--- src/rtl/kbd_pkg.sv ---
// Shared scancode constants and FSM state type for the PS/2 keyboard scan controller.
package kbd_pkg;

  localparam logic [7:0] SC_BREAK  = 8'hF0;
  localparam logic [7:0] SC_EXT    = 8'hE0;
  localparam logic [7:0] SC_LSHIFT = 8'h12;
  localparam logic [7:0] SC_RSHIFT = 8'h59;
  localparam logic [7:0] SC_CAPS   = 8'h58;
  localparam logic [7:0] SC_LANG   = 8'h0E;

  localparam logic [7:0] NO_CHAR_DEFAULT = 8'd254;

  typedef enum logic [2:0] {
    ST_IDLE,
    ST_BRK,
    ST_EXT,
    ST_EXT_BRK,
    ST_LOOKUP
  } kbd_state_e;

endpackage

--- src/rtl/kbd_scan_controller.sv ---
// Decodes set-2 scancode bytes (break/extended prefixes, modifiers) and strobes
// one mapped character per printable make code; the mapper sits outside this block.
module kbd_scan_controller
  import kbd_pkg::*;
#(
  parameter int unsigned TIMEOUT_CYCLES = 1000000,
  parameter logic [7:0]  NO_CHAR        = NO_CHAR_DEFAULT
) (
  input  logic       clk,
  input  logic       reset,
  input  logic [7:0] scan_code,
  input  logic       scan_valid,
  output logic [7:0] map_key,
  output logic       map_shift,
  output logic       map_capLock,
  output logic       map_changeToThai,
  input  logic [7:0] map_char,
  output logic [7:0] char_out,
  output logic       char_valid,
  output logic       caps_led,
  output logic       thai_led,
  output logic       overflow
);

  kbd_state_e  state_q;
  logic [7:0]  map_key_q;
  logic [7:0]  char_out_q;
  logic        char_valid_q;
  logic        lshift_q, rshift_q, caps_held_q, lang_held_q;
  logic        caps_q, thai_q;
  logic        overflow_q;
  logic [7:0]  skid_q;
  logic        skid_full_q;
  logic [31:0] tmo_q;

  logic        have_byte;
  logic [7:0]  rx_byte;

  // Outside LOOKUP a pending skid byte takes priority over the live input.
  always_comb begin
    have_byte = 1'b0;
    rx_byte   = scan_code;
    if (state_q != ST_LOOKUP) begin
      have_byte = skid_full_q | scan_valid;
      rx_byte   = skid_full_q ? skid_q : scan_code;
    end
  end

  always_ff @(posedge clk) begin
    if (reset) begin
      state_q      <= ST_IDLE;
      map_key_q    <= '0;
      char_out_q   <= '0;
      char_valid_q <= 1'b0;
      lshift_q     <= 1'b0;
      rshift_q     <= 1'b0;
      caps_held_q  <= 1'b0;
      lang_held_q  <= 1'b0;
      caps_q       <= 1'b0;
      thai_q       <= 1'b0;
      overflow_q   <= 1'b0;
      skid_q       <= '0;
      skid_full_q  <= 1'b0;
      tmo_q        <= '0;
    end else begin
      char_valid_q <= 1'b0;
      if (state_q == ST_LOOKUP) begin
        if (scan_valid) begin
          if (skid_full_q) begin
            overflow_q <= 1'b1;
          end else begin
            skid_q      <= scan_code;
            skid_full_q <= 1'b1;
          end
        end
        if (map_char != NO_CHAR) begin
          char_out_q   <= map_char;
          char_valid_q <= 1'b1;
        end
        map_key_q <= '0;
        state_q   <= ST_IDLE;
      end else begin
        // A byte arriving while the skid drains has nowhere to go.
        if (skid_full_q) begin
          skid_full_q <= 1'b0;
          if (scan_valid) overflow_q <= 1'b1;
        end
        if (have_byte) begin
          tmo_q <= '0;
          case (state_q)
            ST_IDLE: begin
              if (rx_byte == SC_BREAK) begin
                state_q <= ST_BRK;
              end else if (rx_byte == SC_EXT) begin
                state_q <= ST_EXT;
              end else if (rx_byte == SC_LSHIFT) begin
                lshift_q <= 1'b1;
              end else if (rx_byte == SC_RSHIFT) begin
                rshift_q <= 1'b1;
              end else if (rx_byte == SC_CAPS) begin
                if (!caps_held_q) caps_q <= ~caps_q;
                caps_held_q <= 1'b1;
              end else if (rx_byte == SC_LANG) begin
                if (!lang_held_q) thai_q <= ~thai_q;
                lang_held_q <= 1'b1;
              end else begin
                map_key_q <= rx_byte;
                state_q   <= ST_LOOKUP;
              end
            end
            ST_BRK: begin
              if (rx_byte == SC_LSHIFT) lshift_q    <= 1'b0;
              if (rx_byte == SC_RSHIFT) rshift_q    <= 1'b0;
              if (rx_byte == SC_CAPS)   caps_held_q <= 1'b0;
              if (rx_byte == SC_LANG)   lang_held_q <= 1'b0;
              state_q <= ST_IDLE;
            end
            ST_EXT:  state_q <= (rx_byte == SC_BREAK) ? ST_EXT_BRK : ST_IDLE;
            default: state_q <= ST_IDLE;
          endcase
        end else if (state_q != ST_IDLE) begin
          if (tmo_q == TIMEOUT_CYCLES - 1) begin
            tmo_q   <= '0;
            state_q <= ST_IDLE;
          end else begin
            tmo_q <= tmo_q + 32'd1;
          end
        end
      end
    end
  end

  assign map_key          = map_key_q;
  assign map_shift        = lshift_q | rshift_q;
  assign map_capLock      = caps_q;
  assign map_changeToThai = thai_q;
  assign char_out         = char_out_q;
  assign char_valid       = char_valid_q;
  assign caps_led         = caps_q;
  assign thai_led         = thai_q;
  assign overflow         = overflow_q;

endmodule
--- config.mk ---
export PLATFORM = sky130hd
export DESIGN_NAME = kbd_scan_controller
export DESIGN_NICKNAME = d
export VERILOG_FILES = /design/src/rtl/kbd_pkg.sv /design/src/rtl/kbd_scan_controller.sv
export SDC_FILE = /design/constraint.sdc
export NUM_CORES = 1
export LEC_CHECK = 0
export BUFFER_PORTS_ARGS = -buffer_cell sky130_fd_sc_hd__buf_2
export CAP_MARGIN = 5
export CORE_MARGIN = 1
export CORE_UTILIZATION = 56
export CTS_CLUSTER_SIZE = 12
export DETAILED_ROUTE_END_ITERATION = 10
export PLACE_DENSITY = 0.77
export SETUP_SLACK_MARGIN = 0.1
export SLEW_MARGIN = 30
export SYNTH_ARGS = -nofsm -noshare
export SYNTH_HDL_FRONTEND = slang
export SYNTH_SLANG_ARGS = --single-unit
--- constraint.sdc ---
create_clock -name clk -period 2.74 [get_ports clk]
set_input_delay 0.822 -clock clk [delete_from_list [all_inputs] [get_ports clk]]
set_output_delay 0.822 -clock clk [all_outputs]
set_load 0.01 [all_outputs]
==> results of run 1 <==
## final timing paths
kind                            from                      end  slack (ns)  depth (start not counted)
max reg2reg  state_q[0]$_SDFFE_PP0P_    rshift_q$_SDFFE_PP0P_        0.32                          5
min reg2reg  map_key[0]$_SDFFE_PP0P_  map_key[0]$_SDFFE_PP0P_        0.45                          2
min          map_key[0]$_SDFFE_PP0P_  map_key[0]$_SDFFE_PP0P_        0.45                          2
max                     scan_code[5]  map_key[4]$_SDFFE_PP0P_        0.32                          7
## cells in the mapped netlist (all sizes together), types with 5 or more instances
library cell  number
dfxtp             68
clkbuf            10
mux2               8
nor2              64
nand2             33
nor3b              5
nor4              15
nand4             13
xnor2             23
inv                7
buf               12
nand2b             6
o21ai              7
mux2i             26
and2               5
a21oi             10
nor3              12
nand3             17
## cell families (layout without fill, tap and decap cells)
group | count (synthesis) | after routing | synth area share
AND/OR/NAND/NOR | 202 | 202 | 0.307
flip-flops | 68 | 68 | 0.394
AO/OA/AOI/OAI | 43 | 43 | 0.0866
multiplexers | 34 | 34 | 0.103
buffers and inverters | 29 | 78 | 0.0380
XOR/XNOR | 27 | 27 | 0.0685
adder cells (fa/ha/maj) | 1 | 1 | 0.00362
## routing by layer
metal  vias to the layer above  track usage  routed length, µm
li1                       1529            -                  -
met1                      1442        0.368               3690
met2                        80        0.405               3550
met3                        16       0.0477                313
met4                         0        0.109                167
met5                         -            0                  0
## state kept, by name (all words and copies together) (netlist names), 3 cells and up
register  cells
state_q       3
char_out      8
tmo_q        32
skid_q        8
map_key       8
## worst max-delay path, delay by kind of cell
family	cells	cell delay, ns
simple gates	3	1.12
buf+inv	2	0.34
compound gates	1	0.23
mux	1	0.19
## stage by stage
stage                     setup slack [ns]   util  setup TNS [ns]
after floorplan                      0.268      -               0
after global placement              0.0319  0.635               0
after detailed placement           -0.0408  0.635          -0.229
after CTS                            0.327  0.678               0
after global routing                 0.186  0.678               0
final                                0.325  0.678               0
## cells in the final DEF, fill, tap and decap left out, types with 4 or more instances in the layout
cell type / netlist / routed
nor3_1: 12 / 12
inv_1: 7 / 7
nand3_1: 17 / 17
nor3b_1: 5 / 5
nand4_1: 12 / 12
nor4_1: 15 / 15
nand2b_1: 6 / 6
buf_4: 4 / 14
and2_1: 5 / 5
a21oi_1: 10 / 10
clkbuf_8: 0 / 11
o21ai_0: 4 / 4
and4_1: 4 / 4
nand2_1: 33 / 33
xor2_1: 4 / 4
mux2_1: 7 / 7
xnor2_1: 23 / 23
a211oi_1: 4 / 4
dfxtp_1: 68 / 68
mux2i_1: 26 / 26
o211ai_1: 4 / 4
buf_2: 6 / 41
nor2_1: 64 / 64
## cell type report
cell class                      instances  area share
Sequential cell                        68       0.339
Timing Repair Buffer                   55      0.0773
Inverter                                7     0.00654
Tap cell                               75      0.0234
Clock inverter                          5      0.0265
Multi-Input combinational cell        307       0.490
Clock buffer                           11      0.0377
## power breakdown
group	total [mW]	switching [mW]	internal (mW)
sequential	1.05	0.0234	1.02
combinational	0.273	0.159	0.114
clock	1.06	0.403	0.657
==> metrics, run 1 <==
status complete, no violations; dpl cell area 3760 µm²; Hold Path Class reg2reg; Overflow after GRT 0; Hold Worst Slack 0.455 ns; Req. time, crit path 3.02 ns; yosys warns 0; Slowest-stage cell, CP or4_1; average size of a mapped cell 8.55 µm²; RSZ-0062 raised after global routing false; post-synthesis sequential area ratio 0.394; DRT Wirelength 7720 µm; post-synthesis cell area 3450 µm²; row count 28; Worst VDD drop 349 µV; CTS buffer count 9; Setup CP Type in2reg; FF/Latch Area 1360 µm²; Rel. slew slack 0.519; leakage power figure 1.57 nW; Yosys top cell by area dfxtp_1; post-synthesis cell type count 56; Die W 80.5 µm; Placed Cells 512; Mapped Cells 404; CP startpoint kind primary input; Final Skew 0.0101 ns; max_cap viols 0; top_reg_cell synth dfxtp_1; postcts setup bufs 0; # setup viols final 0; antenna diode count 0; gr usage total 0.266; Fin. Hold Viols 0; footprint of the multi-input gates 1970 µm²; cts hold-fix bufs 0; share of layout cells above drive strength 1 0.174; CTS Sinks 68; antenna violations before repair 0; Area Overhead vs Synth 16.3%; critical path, cell by cell buf_2 -> or3b_1 -> or4_1 -> and4_1 -> o211ai_1 -> buf_4 -> mux2i_1; Core Region 5920 µm²; Die H 80.5 µm; I/O Buffers 41; top-area cell type share of the netlist area 0.394; DRC viols 0; remaining antenna violation count 0; DR iter-0 viols 269; post-layout min period 2.42 ns; fin area 4020 µm²; Worst Setup End Kind flip-flop; worst path arrival time 2.69 ns; largest net degree at the start of global routing 22; vias in the first global route 2769; Async S/R FF share, synth 0; full die area 6480 µm²; synthesis-stage register bit count 68; PostCTS Resize Cnt 0; vias 3067; worst slew pin tran 0.717 ns; Initial Utilization 0.583; NumNets Final 468; Worst-path clk slew 0.07 ns; PD cells 592 nW/µm²; period utilisation layout 0.881; Post-synth EDFFs 0; clk root buf clkbuf_8; highest clock rate 414 MHz; I/O pin count 42; number of fill cells 513; CTS tree done; H-tree levels 3; routability cong. 0.896; Syn Nets 424; clock tree buffer depth 2; Post-Layout Cell Count 528; dpl hpwl 5470 µm; Clock Latency Late Sink 0.35 ns; Max FO, Critical Path 8; Max stage delay on crit path 0.50 ns; Tot Pwr 2.38 mW; max-slew violations 0; first drt pass iteration count 5; first-pass GRT wire length 13200 µm; largest cells by area after synthesis dfxtp_1, mux2i_1, nor2_1; vias per std cell 5.81; wire per inst 14.6 µm
(Power assumes the default switching activity.)
==> run 2, diff against run 1 <==
--- a/config.mk
+++ b/config.mk
@@ -8,10 +8,11 @@
 export BUFFER_PORTS_ARGS = -buffer_cell sky130_fd_sc_hd__buf_2
 export CAP_MARGIN = 5
 export CORE_MARGIN = 1
-export CORE_UTILIZATION = 56
+export CORE_UTILIZATION = 52
 export CTS_CLUSTER_SIZE = 12
 export DETAILED_ROUTE_END_ITERATION = 10
-export PLACE_DENSITY = 0.77
+export GPL_TIMING_DRIVEN = 0
+export PLACE_DENSITY = 0.75
 export SETUP_SLACK_MARGIN = 0.1
 export SLEW_MARGIN = 30
 export SYNTH_ARGS = -nofsm -noshare
==> constraint.sdc (replaced) <==
create_clock -name clk -period 2.1 [get_ports clk]
set_input_delay 0.63 -clock clk [delete_from_list [all_inputs] [get_ports clk]]
set_output_delay 0.63 -clock clk [all_outputs]
set_load 0.01 [all_outputs]
==> metrics, run 2 (same netlist as run 1, synthesis figures left out) <==
switching power 762 µW (+30%); Rel. slew slack 0.522 (+0.00343); RSZ-0062 raised after global routing true; Combinational Power Share 0.147 (+0.032); Largest register FFs 32 (unchanged); gr usage total 0.259 (-0.00743); commonest cells after routing, fill and taps aside nor2_1, dfxtp_1, buf_2; routability cong. 0.927 (+3.5%); CTS tree done; Req. time, crit path 2.34 ns (-0.68 ns); first-pass GRT wire length 14600 µm (+10%); largest net degree at the start of global routing 11 (-50%); # setup viols final 10 (+10); CP startpoint kind flip-flop; Worst VDD drop 372 µV (+6.6%); worst path arrival time 2.40 ns (-0.29 ns); row count 29 (+3.6%); Die W 83.5 µm (+3.7%); number of fill cells 497 (-3.1%); Internal 2.21 mW (+23%); pre-CTS WS -0.498 ns (-0.457 ns); max-slew violations 0 (unchanged); vias in the first global route 3097 (+12%); Area Overhead vs Synth 30.2%; Switching Share 0.257 (+0.0105); Clk pwr share 0.395 (-0.051); status finished with violations; Seq pwr share 0.458 (+0.018); max_cap viols 0 (unchanged); Die H 83.5 µm (+3.7%); vias per std cell 5.96 (+2.7%); violated checks setup timing; reg2reg start skid_q[5]$_SDFFE_PP0P_; worst slew pin tran 0.712 ns (-0.00511 ns); clock tree buffer depth 2 (unchanged); H-tree levels 3 (unchanged); full die area 6970 µm² (+7.5%); Worst Hold End char_out[3]$_SDFFE_PP0P_; I/O Buffers 41 (unchanged); most common cell after layout, fill and taps aside nor2_1; Worst-path clk slew 0.07 ns (about the same); Fin. Hold Viols 0 (unchanged); Clock Latency Late Sink 0.35 ns (about the same); dpl hpwl 5860 µm (+7.0%); first drt pass iteration count 5 (unchanged); reg-to-reg endpoint caps_led$_SDFFE_PP0P_; Worst Setup End Kind flip-flop; remaining antenna violation count 0 (unchanged); NumNets Final 500 (+6.8%); antenna violations before repair 0 (unchanged); Hold Path Class reg2reg; Core Region 6390 µm² (+7.9%); leakage power figure 1.80 nW (+15%); hold depth 2 (unchanged); Worst R2R Path Depth 5 (unchanged); PD cells 660 nW/µm² (+11%); I/O pin count 42 (unchanged); DRC viols 0 (unchanged); clk root buf clkbuf_8; Setup CP Type reg2reg; R2R Setup Slk -0.06 ns (-0.38 ns); Max FO, Critical Path 4 (-4); share of layout cells above drive strength 1 0.304 (+0.130); Largest Register tmo_q; antenna diode count 0 (unchanged); wire per inst 17.1 µm (+17%); DR iter-0 viols 378 (+41%); DRT Wirelength 9560 µm (+24%); post-layout min period 2.16 ns; Initial Utilization 0.541 (-0.0425); vias 3340 (+8.9%); period utilisation layout 1.03; worst setup margin -0.0599 ns (-0.385 ns); Hold Crit Start char_out[3]$_SDFFE_PP0P_; highest clock rate 463 MHz; Final Skew 0.00871 ns (-0.00137 ns); CTS buffer count 9 (unchanged); Overflow after GRT 0 (unchanged); cts hold-fix bufs 0 (unchanged); CTS Sinks 68 (unchanged); Hold Worst Slack 0.455 ns (+0.000299 ns)
==> run 2: cell types whose count changed in the layout (fill, tap and decap cells not counted), moves of 4 or more <==
cell	before	now
clkbuf_1	0	6
nor4_1	15	7
buf_4	14	27
dfxtp_4	0	4
nor4_4	0	4
dfxtp_1	68	56
buf_6	0	7
dfxtp_2	0	8
nor4_2	0	4
==> run 2: metrics by stage <==
| stage | TNS, ns | cells | area [µm²] | util | power (mW) |
|---|---|---|---|---|---|
| 3_5_place_dp | -16.16 | 522 | 3770 | 0.590 | 1.74 |
| 3_3_place_gp | -12.91 | 522 | 3770 | 0.590 | 1.73 |
| 2_1_floorplan | -1.55 | 404 | 3460 | - | 1.62 |
| 6_report | -0.271 | 560 | 4500 | 0.704 | 2.97 |
| 5_1_grt | -0.927 | 560 | 4500 | 0.704 | 3.08 |
| 4_1_cts | -0.740 | 543 | 4170 | 0.652 | 2.93 |
==> run 2: repair_timing <==
action	CTS	global route
gates resized for setup	41	51
setup endpoints to repair	53	37
pin swaps	8	14
gates cloned	1	1
endpoints found under the hold margin	0	0
setup buffers	6	17
==> run 2: layout make-up <==
class,instances,area [µm²],area share
repair buffers,66,413,0.0918
well taps,77,96.3,0.0214
inverters,7,30.0,0.00668
multi-input cells,307,2210,0.492
clock buffers,12,145,0.0323
plain buffers,21,154,0.0342
clock inverters,2,60.1,0.0134
flip-flops and latches,68,1390,0.308
==> run 2: routing by layer <==
layer | vias up | track usage | wire length (µm) | part of all wire
met2 | 126 | 0.431 | 4730 | 0.49
met3 | 32 | 0.0445 | 549 | 0.057
met1 | 1596 | 0.326 | 4050 | 0.42
met4 | 0 | 0.125 | 234 | 0.024
met5 | - | 0 | 0 | 0
li1 | 1586 | - | - | -
==> run 2: worst max-delay path by stage <==
stage | startpoint | to | slack [ns] | cells past startpoint
4_1_cts | scan_code[7] | map_key[3]$_SDFFE_PP0P_ | -0.1 | 7
6_report | skid_q[5]$_SDFFE_PP0P_ | caps_led$_SDFFE_PP0P_ | -0.06 | 5
3_3_place_gp | scan_code[5] | caps_led$_SDFFE_PP0P_ | -0.45 | 6
2_1_floorplan | scan_code[5] | caps_led$_SDFFE_PP0P_ | -0.18 | 5
3_5_place_dp | scan_valid | tmo_q[23]$_SDFFE_PP0P_ | -0.50 | 7
5_1_grt | skid_q[5]$_SDFFE_PP0P_ | caps_led$_SDFFE_PP0P_ | -0.11 | 5
==> run 2: power groups by stage <==
stage               clock (mW)  combinational, mW  sequential [mW]
CTS                       1.18              0.384             1.36
global placement             0              0.342             1.39
detailed placement           0              0.350             1.39
global route              1.24              0.469             1.36
finish                    1.17              0.436             1.36
floorplan                    0              0.220             1.40
==> run 2: worst max-delay path, stage by stage, from the launching register on <==
cell and delay (ns):
dfxtp_4 0.36, or4b_4 0.53, or4b_4 0.53, a22oi_2 0.18, o211ai_1 0.15, mux2_4 0.31
==> run 3, diff against run 2 <==
--- a/config.mk
+++ b/config.mk
@@ -8,11 +8,11 @@
 export BUFFER_PORTS_ARGS = -buffer_cell sky130_fd_sc_hd__buf_2
 export CAP_MARGIN = 5
 export CORE_MARGIN = 1
-export CORE_UTILIZATION = 52
+export CORE_UTILIZATION = 56
 export CTS_CLUSTER_SIZE = 12
 export DETAILED_ROUTE_END_ITERATION = 10
 export GPL_TIMING_DRIVEN = 0
-export PLACE_DENSITY = 0.75
+export PLACE_DENSITY = 0.77
 export SETUP_SLACK_MARGIN = 0.1
 export SLEW_MARGIN = 30
 export SYNTH_ARGS = -nofsm -noshare
==> constraint.sdc (replaced) <==
create_clock -name clk -period 2.2 [get_ports clk]
set_input_delay 0.66 -clock clk [delete_from_list [all_inputs] [get_ports clk]]
set_output_delay 0.66 -clock clk [all_outputs]
set_load 0.01 [all_outputs]
==> metrics, run 3 (same netlist as run 1, synthesis figures left out) <==
remaining antenna violation count 0 (unchanged); NumNets Final 485 (-3.0%); Hold Path Class reg2reg; Die W 80.5 µm (-3.6%); routability cong. 0.900 (-2.9%); Core Region 5920 µm² (-7.3%); vias per std cell 5.86 (-1.7%); Setup TNS Final 0 ns (+0.271 ns); CTS buffer count 9 (unchanged); period utilisation layout 0.999 (-0.0298); dpl cell area 3760 µm² (-0.27%); Worst-path clk slew 0.07 ns (about the same); DRC viols 0 (unchanged); Tot Pwr 2.57 mW (-13%); Final Skew 0.00691 ns (-0.00180 ns); Max FO, Critical Path 3 (-1); commonest cells after routing, fill and taps aside nor2_1, dfxtp_1, buf_2; worst path arrival time 2.43 ns (+0.03 ns); Initial Utilization 0.583 (+0.0425); clock tree buffer depth 2 (unchanged); I/O pin count 42 (unchanged); first-pass GRT wire length 13600 µm (-6.9%); Worst Setup End Kind flip-flop; Fin. Hold Viols 0 (unchanged); # setup viols final 0 (-10); Overflow after GRT 0 (unchanged); vias 3184 (-4.7%); largest net degree at the start of global routing 11 (unchanged); footprint of the multi-input gates 2120 µm² (-4.4%); DRT Wirelength 8420 µm (-12%); H-tree levels 3 (unchanged); share of layout cells above drive strength 1 0.241 (-0.0629); cts hold-fix bufs 0 (unchanged); clk root buf clkbuf_8; RSZ-0062 raised after global routing true; status complete, no violations; wire per inst 15.5 µm (-9.2%); Worst VDD drop 416 µV (+12%); Clock Latency Late Sink 0.35 ns (about the same); number of fill cells 455 (-8.5%); Final Util 0.709 (+0.00464); most common cell after layout, fill and taps aside nor2_1; highest clock rate 455 MHz (-1.7%); Die H 80.5 µm (-3.6%); max-slew violations 0 (unchanged); Largest Register tmo_q; dpl hpwl 5690 µm (-2.9%); full die area 6480 µm² (-7.0%); antenna diode count 0 (unchanged); leakage power figure 1.66 nW (-8.0%); CTS Sinks 68 (unchanged); Rel. slew slack 0.516 (-0.00602); Area Overhead vs Synth 21.5%; FF/Latch Area 1370 µm² (-0.90%); post-layout min period 2.20 ns (+0.0373 ns); PD cells 612 nW/µm² (-7.3%); I/O Buffers 41 (unchanged); CP startpoint kind flip-flop; first drt pass iteration count 6 (+1); row count 28 (-3.4%); Setup CP Type reg2reg; gr usage total 0.271 (+0.0121); Req. time, crit path 2.44 ns (+0.10 ns); max_cap viols 0 (unchanged); vias in the first global route 2950 (-4.7%); worst slew pin tran 0.721 ns (+0.00897 ns); antenna violations before repair 0 (unchanged); fin area 4200 µm² (-6.7%); CTS tree done; DR iter-0 viols 251 (-34%); Largest register FFs 32 (unchanged)
[run 3: what timing repair did]
item,4_1_cts,5_1_grt
setup buffers,4,4
gates cloned,1,0
pin swaps,5,7
gates resized for setup,27,38
endpoints found under the setup margin,50,43
[run 3: through the flow]
stage | instances | hold slack, ns | setup slack, ns
final | 543 | 0.451 | 0.00276
after global routing | 543 | 0.487 | -0.0293
after CTS | 539 | 0.456 | -0.0105
after detailed placement | 520 | 0.445 | -0.453
after global placement | 520 | 0.440 | -0.449
after floorplan | 404 | 0.441 | -0.110
[run 3: cell type report]
type / count / area share
buffer: 22 / 0.0319
clock buffer: 12 / 0.0346
clock inverter: 2 / 0.00298
inverter: 7 / 0.00626
multi-input combinational: 307 / 0.504
sequential: 68 / 0.327
tap: 75 / 0.0224
timing repair buffer: 50 / 0.0704
[run 3: worst paths after layout]
check	from	endpoint	slack, ns	cells after the start
worst max-delay path	skid_q[0]$_SDFFE_PP0P_	caps_led$_SDFFE_PP0P_	0.003	5
worst min register to register	char_out[1]$_SDFFE_PP0P_	char_out[1]$_SDFFE_PP0P_	0.45	2
worst max register to register	skid_q[0]$_SDFFE_PP0P_	caps_led$_SDFFE_PP0P_	0.003	5
worst min-delay path	char_out[1]$_SDFFE_PP0P_	char_out[1]$_SDFFE_PP0P_	0.45	2
[run 3: worst max-delay path, stage by stage, from the launching register on]
cell and delay (ns):
dfxtp_4 0.35, or4b_4 0.54, or4b_4 0.53, a22oi_2 0.17
o211ai_1 0.17, mux2_4 0.32
[run 3: routing by layer]
metal / vias to the layer above / part of all wire / GRT usage
met4: 0 / 0.028 / 0.141
met1: 1495 / 0.45 / 0.342
li1: 1561 / - / -
met3: 25 / 0.048 / 0.0489
met5: - / 0 / 0
met2: 103 / 0.47 / 0.436
[run 3: report_power, final]
| part | leakage [nW] | internal [mW] | switching (mW) |
|---|---|---|---|
| Combinational | 1.02 | 0.163 | 0.219 |
| Sequential | 0.555 | 1.27 | 0.0272 |
| Clock | 0.0783 | 0.426 | 0.460 |
